`src/rtl/aud_pkg.sv`:
```
// Shared audio codec constants and state encoding for the playback and capture paths.
package aud_pkg;

  localparam int unsigned AUD_CLK_DIV = 48;
  localparam int unsigned SLOT_BITS   = 16;
  localparam int unsigned FRAME_BITS  = 32;
  localparam int unsigned BIT_CNT_W   = $clog2(FRAME_BITS);

  typedef enum logic [1:0] {
    ST_IDLE  = 2'd0,
    ST_READY = 2'd1,
    ST_PLAY  = 2'd2
  } aud_state_e;

endpackage

```
`src/rtl/aud_bclk_gen.sv`:
```
// Divides MCLK down to the codec bit clock; fall_tick marks the MCLK edge on which BCLK falls.
module aud_bclk_gen
  import aud_pkg::*;
#(
  parameter int unsigned CLK_DIV = AUD_CLK_DIV
) (
  input  logic MCLK,
  input  logic reset,
  output logic AUD_BCLK,
  output logic fall_tick
);

  localparam int unsigned CNT_W = $clog2(CLK_DIV);
  localparam int unsigned HALF  = CLK_DIV / 2;

  logic [CNT_W-1:0] clk_count;
  logic [CNT_W-1:0] clk_count_d;

  assign fall_tick   = (clk_count == CNT_W'(CLK_DIV - 1));
  assign clk_count_d = fall_tick ? '0 : clk_count + CNT_W'(1);

  // BCLK is registered from the next count so it tracks clk_count exactly
  always_ff @(posedge MCLK or negedge reset) begin
    if (!reset) begin
      clk_count <= '0;
      AUD_BCLK  <= 1'b0;
    end else begin
      clk_count <= clk_count_d;
      AUD_BCLK  <= (clk_count_d >= CNT_W'(HALF));
    end
  end

endmodule

```
`src/rtl/aud_out.sv`:
```
// Plays a memory range of samples to a codec DAC, left-justified, same sample in both slots.
module aud_out
  import aud_pkg::*;
#(
  parameter int unsigned CLK_DIV = AUD_CLK_DIV,
  parameter int unsigned DATA_W  = 16,
  parameter int unsigned ADDR_W  = 18
) (
  input  logic              MCLK,
  input  logic              reset,
  input  logic              enable,
  input  logic [ADDR_W-1:0] AUD_ADDR1,
  input  logic [ADDR_W-1:0] AUD_ADDR2,
  output logic [ADDR_W-1:0] MEM_CURRENT,
  input  logic [DATA_W-1:0] MEM_DATA,
  output logic              AUD_BCLK,
  output logic              AUD_DACLRCK,
  output logic              AUD_DACDAT,
  output logic              done
);

  localparam logic [BIT_CNT_W-1:0] LAST_BIT  = BIT_CNT_W'(FRAME_BITS - 1);
  localparam logic [BIT_CNT_W-1:0] RIGHT_BIT = BIT_CNT_W'(SLOT_BITS);

  aud_state_e           state_q, state_d;
  logic [ADDR_W-1:0]    addr_q, addr_d;
  logic [ADDR_W-1:0]    addr_e_q, addr_e_d;
  logic [BIT_CNT_W-1:0] bit_cnt_q, bit_cnt_d;
  logic [DATA_W-1:0]    shift_q, shift_d;
  logic                 lrck_q, lrck_d;
  logic                 dat_q, dat_d;
  logic                 fall_tick;
  logic                 have_sample;
  logic                 load;

  aud_bclk_gen #(
    .CLK_DIV (CLK_DIV)
  ) u_bclk_gen (
    .MCLK      (MCLK),
    .reset     (reset),
    .AUD_BCLK  (AUD_BCLK),
    .fall_tick (fall_tick)
  );

  assign have_sample = (addr_q < addr_e_q);
  assign MEM_CURRENT = addr_q;
  assign AUD_DACLRCK = lrck_q;
  assign AUD_DACDAT  = dat_q;
  assign done        = (state_q == ST_READY) && (addr_q == addr_e_q);

  always_ff @(posedge MCLK or negedge reset) begin
    if (!reset) begin
      state_q   <= ST_IDLE;
      addr_q    <= '0;
      addr_e_q  <= '0;
      bit_cnt_q <= '0;
      shift_q   <= '0;
      lrck_q    <= 1'b1;
      dat_q     <= 1'b0;
    end else begin
      state_q   <= state_d;
      addr_q    <= addr_d;
      addr_e_q  <= addr_e_d;
      bit_cnt_q <= bit_cnt_d;
      shift_q   <= shift_d;
      lrck_q    <= lrck_d;
      dat_q     <= dat_d;
    end
  end

  // Shift register rotates so the sample is back in place for the right slot
  always_comb begin
    state_d   = state_q;
    addr_d    = addr_q;
    addr_e_d  = addr_e_q;
    bit_cnt_d = bit_cnt_q;
    shift_d   = shift_q;
    lrck_d    = lrck_q;
    dat_d     = dat_q;
    load      = 1'b0;

    case (state_q)
      ST_IDLE: begin
        if (enable) begin
          state_d  = ST_READY;
          addr_d   = AUD_ADDR1;
          addr_e_d = AUD_ADDR2;
        end
      end
      ST_READY: begin
        if (!enable) begin
          state_d = ST_IDLE;
        end else if (fall_tick && have_sample) begin
          state_d = ST_PLAY;
          load    = 1'b1;
        end
      end
      ST_PLAY: begin
        if (fall_tick) begin
          if (bit_cnt_q == LAST_BIT) begin
            if (enable && have_sample) begin
              load = 1'b1;
            end else begin
              state_d = ST_READY;
              dat_d   = 1'b0;
              lrck_d  = 1'b1;
            end
          end else begin
            bit_cnt_d = bit_cnt_q + BIT_CNT_W'(1);
            shift_d   = {shift_q[DATA_W-2:0], shift_q[DATA_W-1]};
            dat_d     = shift_q[DATA_W-2];
            lrck_d    = (bit_cnt_d >= RIGHT_BIT);
          end
        end
      end
      default: state_d = ST_IDLE;
    endcase

    // Sample load: next address becomes stable for the whole frame it precedes
    if (load) begin
      addr_d    = addr_q + ADDR_W'(1);
      bit_cnt_d = '0;
      shift_d   = MEM_DATA;
      dat_d     = MEM_DATA[DATA_W-1];
      lrck_d    = 1'b0;
    end
  end

endmodule

```
`config.mk`:
```
export PLATFORM = sky130hd
export DESIGN_NAME = aud_out
export DESIGN_NICKNAME = d
export VERILOG_FILES = /design/src/rtl/aud_pkg.sv /design/src/rtl/aud_bclk_gen.sv /design/src/rtl/aud_out.sv
export SDC_FILE = /design/constraint.sdc
export NUM_CORES = 1
export LEC_CHECK = 0
export ABC_AREA = 1
export CORE_MARGIN = 4
export CORE_UTILIZATION = 53
export DETAILED_ROUTE_END_ITERATION = 8
export PLACE_DENSITY = 0.89
export SLEW_MARGIN = 25
export SYNTH_ARGS = -nofsm -noshare
export SYNTH_HDL_FRONTEND = slang
export SYNTH_SLANG_ARGS = --single-unit
```
`constraint.sdc`:
```
create_clock -name MCLK -period 2.35 [get_ports MCLK]
set_input_delay 0.235 -clock MCLK [delete_from_list [all_inputs] [get_ports MCLK]]
set_output_delay 0.235 -clock MCLK [all_outputs]
set_load 0.02 [all_outputs]
```
==> results of run 1 <==
synthesized netlist by cell type, drive strengths merged:
cell type  count
nand2        185
dfrtp         67
o21ai         65
inv           62
nor2          42
ha            28
nand3         21
xor2          13
buf           10
nand4          6
xnor2          6
a21oi          5
nor3           5
clkbuf         3
a21o           2
clkinv         2
and3           1
dfstp          1
mux2i          1
nor3b          1
area by class of cell:
type / count / area, sq um / share of cell area (%)
multi-input combinational: 381 / 2010 / 38.4
sequential: 68 / 1700 / 32.4
timing repair buffer: 92 / 920 / 17.5
inverter: 64 / 241 / 4.60
clock buffer: 9 / 124 / 2.36
clock inverter: 7 / 124 / 2.36
tap: 99 / 124 / 2.36
metrics by stage:
step | hold slack (ns) | area, sq um
floorplan | -0.0606 | 4050
global placement | 0.284 | 4960
detailed placement | 0.288 | 4960
CTS | 0.423 | 5220
global route | 0.425 | 5250
finish | 0.427 | 5250
final timing paths:
check / startpoint / endpoint / slack, ns / depth (start not counted)
worst max register to register: MEM_CURRENT[5]$_DFFE_PN0P_ / MEM_CURRENT[16]$_DFFE_PN0P_ / 0.19 / 12
max in group asynchronous: reset / AUD_DACLRCK$_DFFE_PN1P_ / 1.59 / 3
worst max-delay path: MEM_CURRENT[5]$_DFFE_PN0P_ / MEM_CURRENT[16]$_DFFE_PN0P_ / 0.19 / 12
min in group asynchronous: reset / u_bclk_gen.clk_count[3]$_DFF_PN0_ / 0.45 / 3
worst min register to register: AUD_DACLRCK$_DFFE_PN1P_ / AUD_DACLRCK$_DFFE_PN1P_ / 0.49 / 2
worst min-delay path: MEM_DATA[10] / shift_q[10]$_DFFE_PN0P_ / 0.43 / 3
sequential cells by signal (all words and copies together), names as in the netlist:
signal and flops:
MEM_CURRENT 18, addr_e_q 18, shift_q 16, u_bclk_gen.clk_count 6, bit_cnt_q 5, state_q 2
AUD_DACDAT 1, AUD_DACLRCK 1, u_bclk_gen.AUD_BCLK 1
worst max-delay path, stage by stage (launching register included):
cell and delay (ns):
dfrtp_1 0.46, ha_1 0.36, a21oi_1 0.21, nand2_1 0.09
nand2_1 0.06, nand2_1 0.06, nand2_2 0.12, nand3_2 0.12
nor2_4 0.17, buf_12 0.19, nand2_1 0.07, o21ai_0 0.08
nor2_1 0.06
cells by family after synthesis:
kind of cell | count (synthesis)
AO/OA/AOI/OAI | 72
XOR/XNOR | 19
adder cells (fa/ha/maj) | 28
buffers and inverters | 77
flip-flops | 68
multiplexers | 1
AND/OR/NAND/NOR | 261
routing by layer:
| layer | vias to the layer above | global-route usage (%) |
|---|---|---|
| met5 | - | 0 |
| met4 | 0 | 10.4 |
| met3 | 31 | 5.92 |
| met2 | 159 | 43.4 |
| met1 | 1759 | 28.1 |
| li1 | 1837 | - |
repair_timing:
item	4_1_cts	5_1_grt
gates cloned	0	1
gates resized for setup	1	6
endpoints found under the setup margin	1	20
buffers inserted	0	0
hold endpoints to repair	67	0
hold buffers	1	0
pin swaps	0	0
report_power, final:
| group | total (mW) | switching (mW) | internal, mW |
|---|---|---|---|
| clock network | 1.19 | 0.481 | 0.712 |
| registers | 1.93 | 0.330 | 1.60 |
| logic | 2.90 | 1.68 | 1.22 |
==> run_results.csv, run 1 <==
group,metric,value,unit
run_status,status,"complete, no violations",
cts,cts_root_buffer,"clkbuf_8",
sta,tns,0,ns
sta,setup_ws,0.194,ns
cts,clkSlewWorstSetupHoldPaths,0.08,ns
global_routing,grt_pass1_vias,3934,
cts,cts_tree,"yes",
cells_and_area,diodes,0,
yosys,synth_area_leaders,"dfrtp_1 41%, nand2_1 17%, ha_1 8.6%",
pwr,peakVddDrop,0.626,mV
drt,vias_per_cell,5.26,
yosys,synth_mux_area_share,0.247,%
cts,cts-htree-levels,3,
cells_and_area,area_growth,29.6,%
die,die_area,9110,sq um
drt,ant_nets,0,
pwr,leakage,2.51,nW
die,coreArea,7330,sq um
cts,cts_sinks,68,
cts,cts_buffers,9,
global_routing,grt_pass1_wl,17300,microns
cells_and_area,final_cell_mix,"182 x nand2_1, 74 x clkdlybuf4s50_1, 67 x dfrtp_1",
yosys,syn-num-nets,609,
global_routing,grt_use_total,24.5,%
drt,wl_met1,3950,microns
pwr,fin_total_pwr,6.03,mW
global_routing,grt_start_max_net_pins,69,
global_routing,antenna_found_initial,0,
yosys,synthAdderAreaFrac,8.65,%
drt,drtIter0Drc,154,
worst_hold_path,hp-class,"in -> reg",
cells_and_area,fin_cells,720,
yosys,synth_top_area_share,41.4,%
cells_and_area,drive_gt1_share,7.41,%
place,dpl.hpwl,7500,microns
cells_and_area,layout_commonest_cell,"nand2_1",
drt,highest_layer,"met4",
sta,tightest_slew,0.368,ns
critical_path,critPathLaunchType,"flip-flop",
sta,min_period,2.16,ns
critical_path,crit_fanout,22,
drt,route.vias.total,3786,
drt,wire_per_inst,14.5,microns
cts,ctsLongestPathBuffers,2,
sta,hold_violations,0,
sta,setup_viol,0,
die,io_pins,77,
sta,fin_crit_sh,91.7,%
drt,route.met3.wl,722,microns
global_routing,grt_overflow_total,0,
yosys,synth_cell_types,32,
drt,dr.pass1.iters,5,
job,max_cap_viol_count,0,
yosys,yosysTopAreaCell,"dfrtp_1",
critical_path,worstSetupEndpointType,"flip-flop",
drt,wl,10400,microns
die,start_util,55.3,%
yosys,synth_top_family_by_area,"simple AND/OR/NAND/NOR gates",
yosys,synth_compound_area_share,9.02,%
sta,finalClockSkew,0.00963,ns
cells_and_area,n_fill_cell,522,
place,pre_cts_ws,0.147,ns
place,globalplace.congestion,0.858,
critical_path,cp.required,2.59,ns
sta,rsz0062_at_grt,"no",
cts,clk_latency,0.35,ns
die,die_w,95.4,microns
sta,maxSlewViolCount,0,
drt,drc_errors,0,
critical_path,critPathArrivalTime,2.40,ns
yosys,synth_area,4050,sq um
critical_path,worstSetupPathType,"reg -> reg",
yosys,synth_xor_area_share,4.11,%
drt,dr_wl_met2,5450,microns
yosys,synth-simple-area-share,27.5,%
pwr,powerDensity,1150,nW/um^2
die,fp-row-count,31,
sta,max_freq,464,MHz
yosys,yosysWarnings,0,
yosys,synthCells,526,
die,die_y,95.4,microns
place,dpl.cell_count,702,
sta,slew_headroom,75.4,%
cells_and_area,fin_util,71.6,%
yosys,synth_seq_cells,68,
yosys,seq_area_frac_synth,42.0,%
yosys,avgSynthCellArea,7.70,sq um
cells_and_area,final_nets,699,
place,port_buffers,76,
No activity file was read; power rests on OpenSTA's default activity.
==> run 2, diff against run 1 <==
- CTS_BUF_LIST: unset -> sky130_fd_sc_hd__clkbuf_8 sky130_fd_sc_hd__clkbuf_16
- SYNTH_HIERARCHICAL: unset -> 1
==> run 2 against run 1 <==
Net effect: synthesized cell count rose by 5.9%; the run now ends with setup timing left; clock skew fell by 0.0025 ns; final area rose by 4.6%; largest cell class unchanged; hold slack got worse by 0.049 ns.
==> run_results.csv, run 2 <==
group,metric,value,unit
run_status,status,"complete, but fails checks",
run_status,violations,"setup timing",
cells_and_area,multi_input_area,2160,sq um
cts,clk_latency,0.35,ns
critical_path,worst-r2r-cell-count,16,
cts,cts-htree-levels,3,
sta,hold_violations,0,
sta,min_period,2.38,ns
critical_path,crit_fanout,4,
yosys,synth_top_area_share,40.3,%
global_routing,use_met1,32.7,%
global_routing,busiest_layer,"met2",
die,coreArea,7690,sq um
cells_and_area,drive_gt1_share,11.5,%
yosys,syn-num-nets,640,
drt,drc_errors,0,
drt,dr.pass1.iters,6,
global_routing,grtUsageMet3,5.42,%
place,dpl.hpwl,8170,microns
die,die_y,96.6,microns
pwr,switching_power,2.53,mW
yosys,avgSynthCellArea,7.47,sq um
pwr,switching_share,43.1,%
drt,ant_nets,0,
critical_path,cp.required,2.57,ns
critical_path,critPathLaunch,"MEM_CURRENT[3]$_DFFE_PN0P_",
yosys,synth_cell_types,31,
global_routing,grt_pass1_wl,17900,microns
pwr,peakVddDrop,0.730,mV
cts,cts_sinks,68,
yosys,yosys.cell_count.top_type,"nand2_1",
sta,max_freq,419,MHz
sta,rsz0062_at_grt,"yes",
sta,tightest_slew,0.512,ns
place,dpl.cell_count,745,
sta,setup_ws,-0.0346,ns
global_routing,grt_pass1_vias,3981,
cells_and_area,area_growth,32.0,%
global_routing,grt_start_max_net_pins,36,
pwr,p_seq_share,31.3,%
global_routing,grtUsageMet2,40.7,%
cells_and_area,n_fill_cell,566,
cts,cts_buffers,9,
drt,wl,11700,microns
yosys,synth_edf_count,0,
sta,slew_headroom,65.8,%
critical_path,critPathArrivalTime,2.61,ns
sta,tns,-0.0900,ns
critical_path,worstSetupEndpointType,"flip-flop",
die,fp-row-count,32,
cts,cts_root_buffer,"clkbuf_8",
sta,fin_crit_sh,101,%
cells_and_area,diodes,0,
pwr,fin_total_pwr,5.88,mW
pwr,clockPowerShare,17.6,%
cells_and_area,final_cell_mix,"193 x nand2_1, 74 x clkdlybuf4s50_1, 66 x dfrtp_1",
drt,vias_per_cell,5.37,
job,max_cap_viol_count,0,
die,die_area,9330,sq um
pwr,powerDensity,1070,nW/um^2
die,die_w,96.6,microns
yosys,synth-main-ff-cell,"dfrtp_1",
cells_and_area,final_area,5490,sq um
yosys,synth_commonest_cells,"195 x nand2_1, 67 x dfrtp_1, 64 x inv_1",
place,globalplace.congestion,0.969,
pwr,leakage,2.73,nW
yosys,synth_seq_cells,68,
cts,cts_tree,"yes",
yosys,synth_area_leaders,"dfrtp_1 40%, nand2_1 18%, ha_1 8.4%",
place,port_buffers,76,
drt,route.vias.total,4145,
critical_path,worstSetupPathType,"reg -> reg",
pwr,combPwrFrac,51.1,%
yosys,yosysWarnings,6,
yosys,seq_area_frac_synth,40.9,%
place,place_area,5160,sq um
cts,clkSlewWorstSetupHoldPaths,0.08,ns
cells_and_area,layout_commonest_cell,"nand2_1",
cells_and_area,final_nets,748,
drt,drtIter0Drc,331,
pwr,internal_power,3.34,mW
sta,setup_viol,3,
critical_path,r2r_slack,-0.03,ns
worst_hold_path,hp-class,"in -> async",
cells_and_area,fin_cells,772,
yosys,yosysTopAreaCell,"dfrtp_1",
global_routing,antenna_found_initial,0,
sta,maxSlewViolCount,0,
drt,wire_per_inst,15.2,microns
critical_path,critPathLaunchType,"flip-flop",
sta,finalClockSkew,0.00713,ns
die,start_util,54.1,%
yosys,synth_area,4160,sq um
global_routing,grt_overflow_total,0,
critical_path,r2r-end,"MEM_CURRENT[16]$_DFFE_PN0P_",
critical_path,rr_startpoint,"MEM_CURRENT[3]$_DFFE_PN0P_",
yosys,synthCells,557,
global_routing,grt_use_total,25.0,%
yosys,synthArstFlopShare,100,%
die,io_pins,77,
cts,ctsLongestPathBuffers,2,
cells_and_area,regArea,1700,sq um
==> run 2: what timing repair did <==
action | 4_1_cts | 5_1_grt
gates cloned | 1 | 2
setup buffers | 3 | 4
resized for setup | 1 | 12
endpoints found under the setup margin | 2 | 42
pin swaps | 0 | 4
endpoints found under the hold margin | 16 | 0
hold buffers | 1 | 0
==> run 2: worst max-delay path, stage by stage (launching register included) <==
cell     delay, ns
dfrtp_1       0.42
ha_1          0.32
nand2_1       0.09
nand2_1       0.06
nand2_1       0.06
nand2_1       0.07
nand2_1       0.07
nand2_1       0.07
nand2_1       0.11
inv_1         0.09
nor2_4        0.21
nand3_2       0.20
buf_4         0.20
nand2_1       0.05
nand2_1       0.04
o21ai_0       0.11
inv_1         0.09
==> run 2: power by group through the flow <==
stage / logic, mW / clock network [mW] / registers (mW)
detailed placement: 2.80 / 0 / 1.84
CTS: 2.86 / 1.04 / 1.82
floorplan: 1.43 / 0 / 2.06
finish: 3.00 / 1.04 / 1.84
global route: 3.30 / 1.09 / 1.88
global placement: 2.66 / 0 / 1.82
==> run 2: area by class of cell <==
| class | instances | area share [%] |
|---|---|---|
| multi-input cells | 408 | 39.4 |
| flip-flops and latches | 68 | 31.0 |
| repair buffers | 110 | 18.8 |
| inverters | 68 | 4.69 |
| clock buffers | 11 | 2.76 |
| well taps | 102 | 2.32 |
| clock inverters | 5 | 1.07 |
==> run 2: how the worst max path moves through the flow <==
| stage | to | slack [ns] | depth (start not counted) |
|---|---|---|---|
| 2_1_floorplan | MEM_CURRENT[17]$_DFFE_PN0P_ | 0.30 | 12 |
| 3_3_place_gp | MEM_CURRENT[5]$_DFFE_PN0P_ | 0.14 | 14 |
| 3_5_place_dp | MEM_CURRENT[5]$_DFFE_PN0P_ | 0.07 | 14 |
| 4_1_cts | MEM_CURRENT[5]$_DFFE_PN0P_ | 0.004 | 14 |
| 5_1_grt | MEM_CURRENT[16]$_DFFE_PN0P_ | -0.15 | 16 |
| 6_report | MEM_CURRENT[16]$_DFFE_PN0P_ | -0.03 | 16 |
==> run 2: logic make-up after synthesis <==
group | count (synthesis) | share of synthesized area, %
simple gates | 305 | 31.1
fa+ha+maj | 28 | 8.42
xor+xnor | 17 | 3.58
compound gates | 50 | 6.35
mux | 6 | 1.44
flops | 68 | 40.9
buf+inv | 83 | 8.21
==> run 2: per-stage QoR <==
stage	hold slack [ns]	setup slack, ns	utilization, %
floorplan	-0.0606	0.304	-
global placement	0.214	0.138	67.1
detailed placement	0.218	0.0662	67.1
CTS	0.369	0.00449	70.4
global route	0.427	-0.148	71.5
finish	0.378	-0.0346	71.5
==> run 2: layer usage <==
metal	routed length, microns	vias to the layer above	part of all wire, %
met5	0	-	0
met2	5580	202	48
met3	996	43	8.5
li1	-	1967	-
met4	344	0	2.9
met1	4790	1933	41
